`src/rtl/core_mem_bridge.sv`:
```
// Core-to-memory bridge: arbitrates instruction-fetch and data ports onto one memory port
// and returns in-order responses after a fixed read latency.
module core_mem_bridge #(
  parameter int unsigned LOAD_LATENCY  = 1,
  parameter int unsigned ADDR_W        = 32,
  parameter int unsigned ACTUAL_ADDR_W = 13,
  parameter int unsigned DATA_W        = 64,
  parameter int unsigned WE_W          = 8,
  parameter int unsigned STARVE_LIMIT  = 4,
  parameter int unsigned FAULT_CNT_W   = 16
) (
  input  logic                     clk,
  input  logic                     rst,

  input  logic                     if_req_valid,
  output logic                     if_req_ready,
  input  logic [ADDR_W-1:0]        if_addr,
  output logic                     if_rsp_valid,
  output logic [DATA_W-1:0]        if_rsp_data,
  output logic                     if_rsp_err,

  input  logic                     d_req_valid,
  output logic                     d_req_ready,
  input  logic [ADDR_W-1:0]        d_addr,
  input  logic [WE_W-1:0]          d_we,
  input  logic [DATA_W-1:0]        d_wdata,
  output logic                     d_rsp_valid,
  output logic [DATA_W-1:0]        d_rsp_data,
  output logic                     d_rsp_err,

  output logic                     mem_en,
  output logic [ACTUAL_ADDR_W-1:0] mem_addr,
  output logic [WE_W-1:0]          mem_we,
  output logic [DATA_W-1:0]        mem_wdata,
  input  logic [DATA_W-1:0]        mem_rdata,

  output logic [FAULT_CNT_W-1:0]   fault_cnt
);

  localparam int unsigned StarveW = $clog2(STARVE_LIMIT + 1);

  typedef struct packed {
    logic valid;
    logic port;   // 1 = data port, 0 = fetch port
    logic store;
    logic err;
  } rsp_t;

  rsp_t                   pipe_q [LOAD_LATENCY];
  rsp_t                   issue_rsp;
  rsp_t                   head;
  logic [StarveW-1:0]     starve_q, starve_d;
  logic [FAULT_CNT_W-1:0] fault_q, fault_d;
  logic                   force_if;
  logic                   d_issue, if_issue, any_issue;
  logic                   d_in_range, if_in_range, issue_fault;
  logic                   d_is_store;

  assign d_in_range  = (d_addr[ADDR_W-1:ACTUAL_ADDR_W] == '0);
  assign if_in_range = (if_addr[ADDR_W-1:ACTUAL_ADDR_W] == '0);
  assign d_is_store  = |d_we;
  assign head        = pipe_q[LOAD_LATENCY-1];

  // Arbitration and issue; the data port wins unless fetch has starved long enough.
  always_comb begin
    force_if     = if_req_valid && (starve_q >= StarveW'(STARVE_LIMIT));
    if_req_ready = !rst && (!d_req_valid || force_if);
    d_req_ready  = !rst && !force_if;
    d_issue      = d_req_valid && d_req_ready;
    if_issue     = if_req_valid && if_req_ready && !d_issue;
    any_issue    = d_issue || if_issue;
    issue_fault  = d_issue ? !d_in_range : (if_issue && !if_in_range);

    issue_rsp       = '0;
    issue_rsp.valid = any_issue;
    issue_rsp.port  = d_issue;
    issue_rsp.store = d_issue && d_is_store;
    issue_rsp.err   = issue_fault;

    mem_en    = any_issue && !issue_fault;
    mem_addr  = d_issue ? d_addr[ACTUAL_ADDR_W-1:0] : if_addr[ACTUAL_ADDR_W-1:0];
    mem_we    = (d_issue && d_in_range) ? d_we : '0;
    mem_wdata = d_wdata;
  end

  always_comb begin
    starve_d = starve_q;
    if (!if_req_valid || if_issue) begin
      starve_d = '0;
    end else if (d_issue && (starve_q != '1)) begin
      starve_d = starve_q + 1'b1;
    end

    fault_d = fault_q;
    if (issue_fault && (fault_q != '1)) begin
      fault_d = fault_q + 1'b1;
    end
  end

  always_ff @(posedge clk) begin
    if (rst) begin
      starve_q <= '0;
      fault_q  <= '0;
      for (int unsigned i = 0; i < LOAD_LATENCY; i++) begin
        pipe_q[i] <= '0;
      end
    end else begin
      starve_q  <= starve_d;
      fault_q   <= fault_d;
      pipe_q[0] <= issue_rsp;
      for (int unsigned i = 1; i < LOAD_LATENCY; i++) begin
        pipe_q[i] <= pipe_q[i-1];
      end
    end
  end

  // Outputs are masked during rst so stale state never leaks in the first reset cycle.
  always_comb begin
    if_rsp_valid = !rst && head.valid && !head.port;
    d_rsp_valid  = !rst && head.valid && head.port;
    if_rsp_err   = if_rsp_valid && head.err;
    d_rsp_err    = d_rsp_valid && head.err;
    if_rsp_data  = (if_rsp_valid && !head.err) ? mem_rdata : '0;
    d_rsp_data   = (d_rsp_valid && !head.err && !head.store) ? mem_rdata : '0;
    fault_cnt    = rst ? '0 : fault_q;
  end

endmodule

```
`config.mk`:
```
export PLATFORM = sky130hd
export DESIGN_NAME = core_mem_bridge
export DESIGN_NICKNAME = d
export VERILOG_FILES = /design/src/rtl/core_mem_bridge.sv
export SDC_FILE = /design/constraint.sdc
export NUM_CORES = 1
export LEC_CHECK = 0
export ABC_AREA = 1
export CORE_AREA = 2 2 172 174
export CTS_BUF_LIST = sky130_fd_sc_hd__clkbuf_8
export DETAILED_ROUTE_END_ITERATION = 10
export DIE_AREA = 0 0 174 176
export SKIP_CTS_REPAIR_TIMING = 1
export SYNTH_ARGS = -nofsm -noshare
export SYNTH_HDL_FRONTEND = slang
export SYNTH_SLANG_ARGS = --single-unit
```
`constraint.sdc`:
```
create_clock -name clk -period 4.47 [get_ports clk]
set_input_delay 0.6705 -clock clk [delete_from_list [all_inputs] [get_ports clk]]
set_output_delay 0.6705 -clock clk [all_outputs]
set_load 0.01 [all_outputs]
```
== Yosys cells after proc, flatten, opt, wreduce, memory -nomap -nowiden ==
Memories as Yosys holds them, arrays and structs flattened.
Cells that the tools add are included.
Widths: inputs -> output; s select.

* Add/sub/neg operators: 2
* Magnitude comparators: 1
* Equality and inequality tests: 2
* Mux-type cells: 11
* Reductions and logical operators: 39

{| class="wikitable"
|+ Operator list
! kind !! count
|-
| $mux 64 || 2
|-
| $logic_not 19->1 || 2
|-
| $logic_and 1x1->1 || 20
|-
| $add 16x1->16 const B || 1
|-
| $mux 16 || 1
|-
| $ne 16x16->1 const B || 1
|-
| $mux 13 || 1
|-
| $logic_not 1->1 || 11
|-
| $mux 8 || 1
|-
| $reduce_or 8->1 || 1
|-
| $mux 1 || 5
|-
| $mux 4 || 1
|-
| $reduce_or 4->1 || 1
|-
| $add 3x1->3 const B || 1
|-
| $ge 3x3->1 const B || 1
|-
| $logic_or 1x1->1 || 3
|-
| $ne 3x3->1 const B || 1
|-
| $reduce_or 2->1 || 1
|}

* Flip-flop bits (word level): 19
* RAM bits: 4
* Input bits: 204
* Logic and storage cells: 58
* Memories kept: 1

{| class="wikitable"
|+ Memories
! name !! words !! width !! read ports !! clocked after memory_dff !! wr ports !! RTL line !! text
|-
| pipe_q || 1 || 4 || 1 || 0 || 1 || 49 || <nowiki>rsp_t pipe_q [LOAD_LATENCY];</nowiki>
|}

== Logic depth before layout (Yosys ltp) ==
* Depth after elaboration: 11
* Depth in mapped cells: 11

== Worst setup path before layout ==
OpenSTA, ideal clock, no wires.

* Path type: input -> output
* From: in rst
* To: out d_rsp_data[10]
* Arrival: 1865 ps
* Path slack: 1935 ps
* Stages on the path: 5
* Path through: buf_2 > nor3_1 > nand2_1 > clkbuf_1 > nor2_1

* Longest elaborated chain between the ends: 6

{| class="wikitable"
|+ RTL lines
! element !! RTL line !! text
|-
| start: declaration || 13 || <nowiki>input logic rst,</nowiki>
|-
| $logic_not 1->1 || 120 || <nowiki>d_rsp_valid = !rst && head.valid && head.port;</nowiki>
|-
| $logic_and 1x1->1 (2 in series) || 120 ||
|-
| named net d_rsp_valid || 27 || <nowiki>output logic d_rsp_valid,</nowiki>
|-
| $logic_and 1x1->1 (2 in series) || 124 || <nowiki>d_rsp_data = (d_rsp_valid && !head.err && !head.store) ? mem_rdata : '0;</nowiki>
|-
| $mux 64 || 124 ||
|-
| end: declaration || 28 || <nowiki>output logic [DATA_W-1:0] d_rsp_data,</nowiki>
|}

The timed path passes the listed nets, and every way through them passes these cells.

== Final worst setup path ==
* From: in rst
* To: out mem_en

* Longest elaborated chain between the ends: 9
* Elaborated cells between the ends (all ways): 12
* Those cells by class: mux: 1; reduce/logical: 11

{| class="wikitable"
|+ RTL lines
! element !! RTL line !! text
|-
| $logic_not 1->1 * || 67, 68 ||
|-
| $logic_and 1x1->1 || 68 || <nowiki>d_req_ready = !rst && !force_if;</nowiki>
|-
| $logic_and 1x1->1 || 69 || <nowiki>d_issue = d_req_valid && d_req_ready;</nowiki>
|-
| $logic_not 1->1 || 70 || <nowiki>if_issue = if_req_valid && if_req_ready && !d_issue;</nowiki>
|-
| $logic_and 1x1->1 || 70 ||
|-
| $logic_and 1x1->1 || 72 || <nowiki>issue_fault = d_issue ? !d_in_range : (if_issue && !if_in_range);</nowiki>
|-
| $mux 1 || 72 ||
|-
| $logic_not 1->1 || 80 || <nowiki>mem_en = any_issue && !issue_fault;</nowiki>
|-
| $logic_and 1x1->1 * || 80 ||
|-
| end: declaration || 31 || <nowiki>output logic mem_en,</nowiki>
|}

Mark *: on every way between the ends. The rest lies on a longest branch, timed or not.

==> results.sh <==
export IMPL_status="finished clean"
export IMPL_dp_slack_ns=0.705
export IMPL_first_pass_iters=4
export IMPL_required_ns=3.80
export IMPL_path_buf_inv=4
export IMPL_synth_ff_type="dfxtp_1"
export IMPL_h_tree_depth=1
export IMPL_synth_nets=784
export IMPL_period_share_pct=84.2
export IMPL_routed_wl_mm=17.5
export IMPL_timing_critical_path_mode_cell="clkdlybuf4s50_1"
export IMPL_critPathLaunch="rst"
export IMPL_final_cell_area_um2=6200
export IMPL_regToRegSetupSlack_ns=2.61
export IMPL_period_needed_ns=3.76
export IMPL_overflow=0
export IMPL_powerDensity_nw_per_um2=108
export IMPL_avgSynthCellArea_um2=5.26
export IMPL_whs_endpoint="fault_q[15]"
export IMPL_yosysSeqAreaShare_pct=15.2
export IMPL_clk_pin_slew_worst_paths_ns=0.09
export IMPL_finalMaxSlewViolations=0
export IMPL_synth_area_um2=3030
export IMPL_max_stage_delay_ns=0.57
export IMPL_ys_ff_latch=23
export IMPL_synth_warnings=0
export IMPL_die_area_um2=30600
export IMPL_drive_above_1_share_pct=4.15
export IMPL_power_uw=669
export IMPL_die_h_um=176
export IMPL_synth_top_area_share_pct=23.0
export IMPL_utilization_pct=21.7
export IMPL_grt_max_degree=65
export IMPL_crit_family="buffers and inverters"
export IMPL_reg2reg_depth=10
export IMPL_r2r_end="fault_q[5]"
export IMPL_port_buffers=311
export IMPL_seq_area_um2=460
export IMPL_drtIter0Drc=200
export IMPL_setup_slack_ns=0.705
export IMPL_rsz0062_at_grt="no"
export IMPL_reg2reg_from="starve_q[2]"
export IMPL_via_count=4273
export IMPL_hpwlAfterDp_mm=15.1
export IMPL_multi_input_area_um2=1620
export IMPL_wl_per_cell_um=14.6
export IMPL_cp_cell_sequence="clkdlybuf4s50_1, buf_4, nor2_2, nand2_2, inv_2, nand4_1, a21oi_1, clkdlybuf4s50_1"
export IMPL_max_freq_ghz=0.266
export IMPL_io_pins=440
export IMPL_synthDistinctLibCells=27
export IMPL_cp_max_fo=17
export IMPL_min_from="fault_q[15]"
export IMPL_grtUsageTotal_pct=10.7
export IMPL_die_x_um=174
export IMPL_max_cap_violations=0
export IMPL_worstSetupPathType="in2out"
export IMPL_grt_pass1_wl_mm=25.2
export IMPL_num_rows=62
export IMPL_max_vdd_ir_drop_mv=0.123
export IMPL_ant_nets=0
export IMPL_syn_inst=577
export IMPL_hold_viol=0
export IMPL_worstMarginPinSlew_ns=0.786
export IMPL_initial_utilization_pct=10.6
export IMPL_max_slew_margin_rel_pct=47.4
export IMPL_cp_start_kind="primary input"
export IMPL_clockRootBuffer="clkbuf_8"
export IMPL_p_leak_nw=2.60
export IMPL_end_kind="output pin"
export IMPL_cp_arrival_ns=3.09
export IMPL_grt_antenna_before_repair=2
export IMPL_whs_path_depth=2
export IMPL_syn_to_final_growth_pct=104
export IMPL_synth_edf_count=0
export IMPL_drcViolationCount=0
export IMPL_cts_buffers=3
export IMPL_synth_area_leaders="nor2_1 23%, buf_4 16%, dfxtp_1 15%, inv_1 12%, nand2_1 11%"
export IMPL_setup_viol=0
export IMPL_first_global_vias=4107
export IMPL_core_area_um2=28500
export IMPL_place_congestion=0.817
export IMPL_skew_ns=0.00415
export IMPL_synthArstFlopShare_pct=0
export IMPL_clk_latency_ns=0.27
export IMPL_cts_tree="yes"
export IMPL_ctsLongestPathBuffers=2
export IMPL_yosysTopAreaCell="nor2_1"
export IMPL_placed_cells=1199
export IMPL_num_nets_final=1027
export IMPL_placedInstanceArea_um2=6150
export IMPL_avgViaCountPerCell=3.55
export IMPL_fillers=3231
export IMPL_hold_class="reg2reg"
export IMPL_fin_cells=1204
export IMPL_fin_tns_setup_ns=0
export IMPL_slowest_stage="clkdlybuf4s50_1"
export IMPL_hold_slack_ns=0.482
export IMPL_cts_sinks=23
[Yosys cell counts, types with 2 or more instances]
cell      count
nand4_1       6
inv_2         3
nand3_1      23
ha_1          3
buf_1         2
a21oi_2       3
nand2_1      92
inv_1        99
clkbuf_1     15
a21oi_1      17
nand2_2       3
xor2_1       10
dfxtp_1      23
nor2_1      186
buf_4        65
buf_2         2
nor3_1        8
nor4_1        4
nor2_2        2
o21ai_0       4
[cell families (layout without fill, tap and decap cells)]
logic type	after synthesis	after routing	synth area share [%]
compound gates	25	25	4.58
buf+inv	187	429	31.5
xor+xnor	10	10	2.89
simple gates	329	329	44.6
fa+ha+maj	3	3	1.24
other cells	0	1	0
flops	23	23	15.2
[per-layer routing]
metal  track usage (%)  vias up  share of wire [%]
li1                  -     2119                  -
met1              12.9     1866                 41
met2              17.9      276                 46
met3              4.16       12                 11
met4              2.63        0                1.5
met5             0.801        -                  0
[layout make-up]
cell class                 instances  share of cell area (%)
tap                              384                    7.75
antenna                            1                  0.0404
inverter                         102                    6.18
multi-input combinational        367                    26.2
timing repair buffer             323                    51.7
sequential                        23                    7.43
clock buffer                       3                   0.666
clock inverter                     1                  0.0808
[worst max-delay path by stage]
stage | to | slack, ns | cells past startpoint
6_report | mem_en | 0.71 | 8
5_1_grt | if_rsp_data[33] | 0.56 | 6
4_1_cts | if_rsp_data[33] | 0.68 | 6
3_5_place_dp | if_rsp_data[33] | 0.70 | 6
3_3_place_gp | if_rsp_data[33] | 0.79 | 6
2_1_floorplan | d_rsp_data[10] | 1.93 | 5
[power by group]
group | total (mW) | internal (mW) | switching, mW
logic | 0.320 | 0.187 | 0.133
clock network | 0.137 | 0.0625 | 0.0740
registers | 0.212 | 0.209 | 0.00320
total | 0.669 | 0.459 | 0.210
[registers in the layout (all words and copies together), names as in the netlist]
name      count
fault_q      16
pipe_q        4
starve_q      3
[placed cells by master (no fill, tap or decap), drive strengths merged]
cell / instances
clkdlybuf4s50: 311
nor2: 189
inv: 102
nand2: 96
nand3: 24
dfxtp: 23
a21oi: 20
buf: 12
xor2: 10
nor3: 8
nand4: 7
nor4: 4
o21ai: 4
ha: 3
clkbuf: 3
diode: 1
a211oi: 1
or2: 1
clkinv: 1
[worst min-delay path: cells and delay by family, from the launching register on]
family / cells / cell delay (ns)
DFF: 1 / 0.33
AOI/OAI and AO/OA: 1 / 0.05
and+or+nand+nor: 1 / 0.06
Power figures use the tool's default switching activity.
